==> src/rtl/mem_pkg.sv <==
// Shared types for the IF/LSU data-RAM arbiter.
// Access sizes, response owners and lane count.
package mem_pkg;

    localparam int LANES = 4;

    typedef enum logic [1:0] {
        MEM_B = 2'b00,
        MEM_H = 2'b01,
        MEM_W = 2'b10
    } mem_size_e;

    typedef enum logic [1:0] {
        OWN_NONE,
        OWN_IF,
        OWN_LSU
    } mem_own_e;

    // Size 11 behaves as a word access.
    function automatic mem_size_e norm_size(input logic [1:0] s);
        case (s)
            2'b00:   return MEM_B;
            2'b01:   return MEM_H;
            default: return MEM_W;
        endcase
    endfunction

endpackage

==> src/rtl/mem_lane_align.sv <==
// Byte-lane steering for stores and extraction/extension for loads.
// Purely combinational.
module mem_lane_align
    import mem_pkg::*;
#(
    parameter int DATA_WIDTH = 32
) (
    input  logic [1:0]            st_off,
    input  logic [1:0]            st_size,
    input  logic [DATA_WIDTH-1:0] st_wdata,
    output logic [LANES-1:0]      st_we,
    output logic [DATA_WIDTH-1:0] st_lanes,
    output logic                  st_misalign,
    input  logic [1:0]            ld_off,
    input  logic [1:0]            ld_size,
    input  logic                  ld_unsigned,
    input  logic [DATA_WIDTH-1:0] ld_rdata,
    output logic [DATA_WIDTH-1:0] ld_data
);

    mem_size_e             st_sz;
    mem_size_e             ld_sz;
    logic [DATA_WIDTH-1:0] lane;
    logic                  sx;

    assign st_sz = norm_size(st_size);
    assign ld_sz = norm_size(ld_size);

    always_comb begin
        st_we       = '0;
        st_lanes    = st_wdata;
        st_misalign = 1'b0;
        unique case (1'b1)
            st_sz == MEM_B: begin
                st_lanes = {4{st_wdata[7:0]}};
                st_we    = 4'b0001 << st_off;
            end
            st_sz == MEM_H: begin
                st_lanes    = {2{st_wdata[15:0]}};
                st_we       = st_off[1] ? 4'b1100 : 4'b0011;
                st_misalign = st_off[0];
            end
            default: begin
                st_we       = 4'b1111;
                st_misalign = (st_off != 2'b00);
            end
        endcase
        if (st_misalign) begin
            st_we = '0;
        end
    end

    always_comb begin
        lane    = ld_rdata >> {ld_off, 3'b000};
        sx      = 1'b0;
        ld_data = ld_rdata;
        unique case (1'b1)
            ld_sz == MEM_B: begin
                sx      = ~ld_unsigned & lane[7];
                ld_data = {{24{sx}}, lane[7:0]};
            end
            ld_sz == MEM_H: begin
                sx      = ~ld_unsigned & lane[15];
                ld_data = {{16{sx}}, lane[15:0]};
            end
            default: ld_data = ld_rdata;
        endcase
    end

endmodule

==> src/rtl/mem_arbiter.sv <==
// Shares one byte-enabled data RAM between instruction fetch and the LSU.
// One grant per cycle; the response follows its grant by exactly one cycle.
module mem_arbiter
    import mem_pkg::*;
#(
    parameter int ADDR_WIDTH     = 32,
    parameter int DATA_WIDTH     = 32,
    parameter int MAX_LSU_STREAK = 4
) (
    input  logic                  clk,
    input  logic                  rst,
    input  logic                  if_req_valid,
    output logic                  if_req_ready,
    input  logic [ADDR_WIDTH-1:0] if_addr,
    output logic                  if_rsp_valid,
    output logic [DATA_WIDTH-1:0] if_rsp_data,
    input  logic                  lsu_req_valid,
    output logic                  lsu_req_ready,
    input  logic [ADDR_WIDTH-1:0] lsu_addr,
    input  logic                  lsu_we,
    input  logic [1:0]            lsu_size,
    input  logic                  lsu_unsigned,
    input  logic [DATA_WIDTH-1:0] lsu_wdata,
    output logic                  lsu_rsp_valid,
    output logic [DATA_WIDTH-1:0] lsu_rsp_data,
    output logic                  lsu_rsp_err,
    output logic [3:0]            ram_we,
    output logic [ADDR_WIDTH-1:0] ram_addr,
    output logic [DATA_WIDTH-1:0] ram_wdata,
    input  logic [DATA_WIDTH-1:0] ram_rdata
);

    localparam logic [3:0] STREAK_MAX = 4'(MAX_LSU_STREAK);

    logic [3:0]            streak_q, streak_d;
    mem_own_e              own_q, own_d;
    logic [1:0]            off_q, off_d;
    mem_size_e             size_q, size_d;
    logic                  uns_q, uns_d;
    logic                  store_q, store_d;
    logic                  err_q, err_d;

    logic                  if_gnt, lsu_gnt, if_turn;
    logic [3:0]            st_we;
    logic [DATA_WIDTH-1:0] st_lanes, ld_data;
    logic                  st_misalign;
    logic                  unused_addr;

    assign unused_addr = ^if_addr[1:0];

    // IF only overtakes a waiting LSU once the streak budget is spent.
    assign if_turn = (streak_q == STREAK_MAX);
    assign if_gnt  = !rst && if_req_valid && (!lsu_req_valid || if_turn);
    assign lsu_gnt = !rst && lsu_req_valid && !(if_req_valid && if_turn);

    assign if_req_ready  = if_gnt;
    assign lsu_req_ready = lsu_gnt;

    mem_lane_align #(
        .DATA_WIDTH(DATA_WIDTH)
    ) u_align (
        .st_off     (lsu_addr[1:0]),
        .st_size    (lsu_size),
        .st_wdata   (lsu_wdata),
        .st_we      (st_we),
        .st_lanes   (st_lanes),
        .st_misalign(st_misalign),
        .ld_off     (off_q),
        .ld_size    (size_q),
        .ld_unsigned(uns_q),
        .ld_rdata   (ram_rdata),
        .ld_data    (ld_data)
    );

    always_comb begin
        ram_we    = '0;
        ram_addr  = '0;
        ram_wdata = '0;
        if (if_gnt) begin
            ram_addr = {if_addr[ADDR_WIDTH-1:2], 2'b00};
        end else if (lsu_gnt) begin
            ram_addr = lsu_addr;
            if (lsu_we) begin
                ram_we    = st_we;
                ram_wdata = st_lanes;
            end
        end
    end

    always_comb begin
        streak_d = streak_q;
        if (!if_req_valid || if_gnt) begin
            streak_d = '0;
        end else if (lsu_gnt && streak_q != STREAK_MAX) begin
            streak_d = streak_q + 4'd1;
        end
        own_d   = if_gnt ? OWN_IF : (lsu_gnt ? OWN_LSU : OWN_NONE);
        off_d   = lsu_addr[1:0];
        size_d  = norm_size(lsu_size);
        uns_d   = lsu_unsigned;
        store_d = lsu_gnt && lsu_we;
        err_d   = lsu_gnt && st_misalign;
    end

    always_ff @(posedge clk or posedge rst) begin
        if (rst) begin
            streak_q <= '0;
            own_q    <= OWN_NONE;
            off_q    <= '0;
            size_q   <= MEM_B;
            uns_q    <= 1'b0;
            store_q  <= 1'b0;
            err_q    <= 1'b0;
        end else begin
            streak_q <= streak_d;
            own_q    <= own_d;
            off_q    <= off_d;
            size_q   <= size_d;
            uns_q    <= uns_d;
            store_q  <= store_d;
            err_q    <= err_d;
        end
    end

    assign if_rsp_valid  = (own_q == OWN_IF);
    assign if_rsp_data   = if_rsp_valid ? ram_rdata : '0;
    assign lsu_rsp_valid = (own_q == OWN_LSU);
    assign lsu_rsp_err   = lsu_rsp_valid && err_q;
    assign lsu_rsp_data  = (lsu_rsp_valid && !store_q && !err_q) ? ld_data : '0;

endmodule

==> config.mk <==
export PLATFORM = sky130hd
export DESIGN_NAME = mem_arbiter
export DESIGN_NICKNAME = d
export VERILOG_FILES = /design/src/rtl/mem_pkg.sv /design/src/rtl/mem_lane_align.sv /design/src/rtl/mem_arbiter.sv
export SDC_FILE = /design/constraint.sdc
export NUM_CORES = 1
export LEC_CHECK = 0
export BUFFER_PORTS_ARGS = -buffer_cell sky130_fd_sc_hd__buf_4
export CAP_MARGIN = 25
export CORE_AREA = 2 2 107 109
export CTS_CLUSTER_DIAMETER = 120
export DETAILED_ROUTE_END_ITERATION = 10
export DIE_AREA = 0 0 109 111
export GPL_ROUTABILITY_DRIVEN = 1
export PLACE_DENSITY_LB_ADDON = 0.2
export SYNTH_ARGS = -nofsm -noshare
export SYNTH_HDL_FRONTEND = slang
export SYNTH_SLANG_ARGS = --single-unit
export TNS_END_PERCENT = 30
==> constraint.sdc <==
create_clock -name clk -period 2.5 [get_ports clk]
set_input_delay 0.75 -clock clk [delete_from_list [all_inputs] [get_ports clk]]
set_output_delay 0.75 -clock clk [all_outputs]
set_load 0.1 [all_outputs]
After elaboration in Yosys (flattened, before gate mapping)
Index checks and enable logic that the tools add are counted.

storage, ports and cells
  register bits after elaboration = 13
  bits in read-only memories = 0
  memories kept = 0
  memory bits (writable) = 0
  latch bits = 0
  output and inout port bits = 137
  bits of input ports = 136

cells by class
  shifts and indexed selects = 2
  multiplexer cells = 22
  add/sub/neg operators = 1
  order comparisons = 0
  equality and inequality tests = 8
  $mul = 0
  divide/modulo/power cells = 0
  reduce and logical (&&, ||, !) cells = 25
  bitwise operators = 3

operator list
  cell                                                               count
  32-bit 2-to-1 mux                                                  7
  32-bit one-hot mux with 2 select lines                             2
  32-bit by 5-bit right shift with 16-bit output                     1
  4-bit 2-to-1 mux                                                   7
  1-bit logical AND                                                  11
  2-bit by 1-bit == test with 1-bit output, second input constant    5
  2-bit logical NOT                                                  4
  2-bit one-hot mux with 2 select lines                              2
  4-bit one-hot mux with 2 select lines                              1
  1-bit logical NOT                                                  6
  4-bit by 1-bit adder with 4-bit output, second input constant      1
  4-bit by 3-bit == test with 1-bit output, second input constant    1
  2-bit 2-to-1 mux                                                   2
  4-bit by 3-bit != test with 1-bit output, second input constant    1
  2-bit nonzero test                                                 2
  1-bit by 2-bit left shift with 4-bit output, first input constant  1
  1-bit bitwise AND                                                  2
  2-bit == test, second input constant                               1
  1-bit logical OR                                                   2
  1-bit one-hot mux with 2 select lines                              1
  1-bit NOT                                                          1

Depth between registers and ports, before layout
  depth in word-level cells = 8
  depth in mapped cells = 7
  gate-level depth less buffers = 6

Hierarchy
From an unflattened synthesis, not the netlist that was laid out.

second synthesis, totals
  cell total of the unflattened synthesis = 395
  area, all modules = 2842.7 um^2

modules (own cells, without submodules)
  module          sequential area each (um^2)  area an instance (um^2)  instances  cells each
  mem_arbiter     325.3                        1541.5                   1          200
  mem_lane_align  0.0                          1301.2                   1          195

Worst setup path before layout
Ideal clock, no wire load.

  path type = reg-to-output
  start = register own_q[0]
  end = output port lsu_rsp_data[10]
  slack = -2871 ps
  cell stages (with the launch flop) = 4
  arrival = 4621 ps
  cells stage by stage = dfrtp_1 nor2b_1 nand2_1 o31ai_1

between the ends
  word-level cells in the longest chain between the ends = 4

RTL lines
  item                            line                RTL
  from (decl)                     mem_arbiter.sv:36   mem_own_e own_q, own_d;
  from (signal assigned)          mem_arbiter.sv:116  own_q <= own_d;
  2-bit == test                   mem_arbiter.sv:127  assign lsu_rsp_valid = (own_q == OWN_LSU);
  net lsu_rsp_valid               mem_arbiter.sv:24   output logic lsu_rsp_valid,
  1-bit logical AND (2 in a row)  mem_arbiter.sv:129  assign lsu_rsp_data = (lsu_rsp_valid && !store_q && !err_q) ? ld_data : '0;
  32-bit 2-to-1 mux               mem_arbiter.sv:129
  to (decl)                       mem_arbiter.sv:25   output logic [DATA_WIDTH-1:0] lsu_rsp_data,

The timed path passes the listed nets, and every way through them passes these cells.

Worst setup path after layout
  start = register streak_q[0]
  end = output port ram_addr[20]

between the ends
  word-level cells in the longest chain between the ends = 6

RTL lines
  item                                          line                RTL
  from (decl)                                   mem_arbiter.sv:35   logic [3:0] streak_q, streak_d;
  from (signal assigned)                        mem_arbiter.sv:115  streak_q <= streak_d;
  4-bit by 3-bit == test with 1-bit output (*)  mem_arbiter.sv:52   assign if_turn = (streak_q == STREAK_MAX);
  1-bit logical AND                             mem_arbiter.sv:54   assign lsu_gnt = !rst && lsu_req_valid && !(if_req_valid && if_turn);
  1-bit logical NOT                             mem_arbiter.sv:54
  1-bit logical AND                             mem_arbiter.sv:54
  32-bit 2-to-1 mux                             mem_arbiter.sv:81   end else if (lsu_gnt) begin
  32-bit 2-to-1 mux (*)                         mem_arbiter.sv:79   if (if_gnt) begin
  to (decl)                                     mem_arbiter.sv:28   output logic [ADDR_WIDTH-1:0] ram_addr,

Every way passes the cells marked *; elsewhere a longest branch is shown, timed or not.

==> metrics.md <==
| Metric | Value |
|---|---|
| Outcome | `complete, but fails checks` |
| Failing checks | `negative setup slack` |
| ANT cells | `0` |
| Net Sw Frac | `0.506` |
| DR iter-0 viols | `roughly 170` |
| Crit path from | `streak_q[0]` |
| CTS Buf Count | `3` |
| P_int | `1.10 mW` |
| DR DRC count | `0` |
| Hold path depth | `2` |
| Slew headroom | `0.777` |
| Remaining antenna violation count | `0` |
| Seq/Total Area, Yosys | `0.127` |
| Unique masters post-synth | `46` |
| Max-slew violation count | `0` |
| Tot Pwr | `2.23 mW` |
| Hold path start | `streak_q[3]` |
| Aggregate global routing overflow | `0` |
| Longest Clk Path Bufs | `2` |
| Vias/cell | `4.98` |
| Leading area contributor after synthesis | `dfrtp_1` |
| CTS tree | `yes` |
| Area Overhead vs Synth | `187%` |
| Setup_tns | `-14.81 ns` |
| Max FO, Critical Path | `8` |
| CP max stage cell | `dfrtp_1` |
| Die area | `roughly 12000 µm²` |
| Synth area leaders | `dfrtp_1, and2_1, a22o_1` |
| Max Fclk | `about 370 MHz` |
| Max VDD drop | `0.000217 V` |
| Comb pwr share | `0.761` |
| Drt total wl | `about 14000 µm` |
| Seq pwr share | `0.103` |
| Clock Power Share | `0.135` |
| Die W | `about 110 µm` |
| Fin util | `0.663` |
| Synth Cell Area | `2550 µm²` |
| Final Cycle Share | `1.09` |
| Pwr per Cell Area | `approximately 300 nW/µm²` |
| Final setup fails | `99` |
| Worst Reg-to-Reg Cells | `8` |
| Hold Path Class | `register to register` |
| Reg clk slew, reported paths | `~0.040 ns` |
| Crit-path max cell delay | `approximately 0.4 ns` |
| Share of layout cells above drive strength 1 | `0.747` |
| Area post-placement | `5710 µm²` |
| Number of flops mapped to enable cells by yosys | `0` |
| H-tree levels | `1` |
| Fillers | `approximately 830` |
| Synth top cells by count | `and2_1, a22o_1, nor2_1` |
| Crit end category | `primary output` |
| Minimum clock period | `around 2.7 ns` |
| Hold Slack | `0.604 ns` |
| Cts hold-fix bufs | `0` |
| Leak | `3.35 nW` |
| Avg Cell Area, Syn | `between 7 and 8 µm²` |
| Final Cell Area | `~7300 µm²` |
| Worst-margin pin slew | `around 0.33 ns` |
| Placed Cells | `roughly 780` |
| Worst-path cell chain | `inv_2 > ha_4 > nand3b_1 > a211oi_4 > buf_6 > clkbuf_16 > a22o_4 > buf_12` |
| Worst-Skew Late Latency | `0.24 ns` |
| Primary FF master, synth | `dfrtp_1` |
| Final setup margin | `-0.231 ns` |
| Ports | `273` |
| NetSw | `approximately 1.1 mW` |
| DP HPWL | `just over 10000 µm` |
| Max cap viols | `0` |
| Final Skew | `about 0.0017 ns` |
| Cell count after synthesis | `roughly 330` |
| R2r startpoint | `streak_q[0]` |
| Async SR Flop Fraction | `1.00` |
| Most frequent cell after synthesis | `and2_1` |
| Die Y | `111 µm` |
| WP data required | `~1.8 ns` |
| #FFs+latches synth | `13` |
| Nets | `790` |
| RSZ-0062 raised after global routing | `yes` |
| WP data arrival | `1.98 ns` |
| Crit start category | `register` |
| Syn nets | `470` |
| Initial cell density of the core | `0.231` |
| Fin. Hold Viols | `0` |
| Pin count of the biggest net entering global routing | `34` |
| WS Path Type | `register to primary output` |
| Clock sinks | `13` |
| Core ar. | `11100 µm²` |
| GR Util All Layers | `0.216` |
| Detailed Routing Iterations Pass 1 | `4` |
| YS warnings | `0` |
| Port Buf Inserts | `270` |
| Area fraction of the dominant cell type after synthesis | `0.127` |
| Vias | `3956` |
| Routed wire per std cell | `~18 µm` |
| FP Rows | `39` |
| First-pass GRT wire length | `between 20000 and 25000 µm` |
| Non-Filler Instances | `794` |
| Antenna violations before repair | `0` |
| Root buf cell | `clkbuf_16` |
| Placer Congestion | `0.859` |
| Place WS | `-0.246 ns` |
| Vias in the first global route | `~4000` |
-- logic make-up after synthesis --
family,count (synthesis),share of synthesized area
buffers and inverters,41,0.0833
xor gates and xnor gates,4,0.0137
DFF,13,0.127
and+or+nand+nor,132,0.286
adders and majority gates,2,0.00979
AOI/OAI and AO/OA,104,0.325
muxes,36,0.155
-- cell type report --
class	instances	area (µm²)	share of cell area
Inverter	7	30.0	0.00409
Timing Repair inverter	1	7.51	0.00102
Multi-Input combinational cell	278	2800	0.382
Tap cell	143	179	0.0244
Sequential cell	13	328	0.0446
Clock buffer	4	78.8	0.0107
Timing Repair Buffer	348	3920	0.533
-- power by group through the flow --
| stage | clock (mW) | sequential [mW] | combinational, mW |
|---|---|---|---|
| after detailed placement | 0 | 0.234 | 1.42 |
| after global routing | 0.320 | 0.232 | 1.76 |
| final | 0.301 | 0.231 | 1.70 |
| after CTS | 0.305 | 0.231 | 1.63 |
| after floorplan | 0 | 0.228 | 0.984 |
| after global placement | 0 | 0.233 | 1.41 |
-- final timing paths --
path / endpoint / slack [ns]
setup / recovery: ram_addr[20] / -0.23
hold / removal: streak_q[3] / 0.60
setup reg to reg: store_q / 0.74
hold reg to reg: streak_q[3] / 0.60
max in group asynchronous: off_q[1] / 1.61
min in group asynchronous: streak_q[3] / 0.72
-- registers in the layout, indices dropped and copies added (netlist names) --
| signal | flops |
|---|---|
| err_q | 1 |
| streak_q | 4 |
| own_q | 2 |
| uns_q | 1 |
| off_q | 2 |
| size_q | 2 |
| store_q | 1 |
-- timing repair --
action,4_1_cts,5_1_grt
pin swaps,38,20
endpoints found under the setup margin,100,101
gates cloned,2,2
setup buffers,7,5
resized for setup,258,63
endpoints found under the hold margin,0,0
-- critical path: cells and delay by family (launching register included) --
family	cells	cell delay [ns]
flip-flops	1	0.40
AND/OR/NAND/NOR	1	0.15
AO/OA/AOI/OAI	2	0.48
adder cells (fa/ha/maj)	1	0.13
buffers and inverters	4	0.57
-- layout by cell type (no fill, tap or decap), drive strengths merged, types with 2 or more instances in the layout --
master    instances
a211oi            3
a21oi            19
a221oi            7
a22o             30
a22oi             2
and2             44
and3              2
buf             347
clkbuf            5
clkinvlp          2
dfrtp            13
ha                2
inv               6
mux2             18
mux2i            17
nand2            21
nand2b            2
nand3            18
nand4             2
nand4b            2
nor2             22
nor2b             9
nor3              3
o21ai            19
o221a             7
o22a              7
o31ai             8
xnor2             3
-- layer usage --
metal	share of wire	global-route usage
met1	0.37	0.247
met2	0.52	0.398
met3	0.092	0.0535
met4	0.016	0.0453
met5	0	0
No activity file was read; power rests on OpenSTA's default activity.
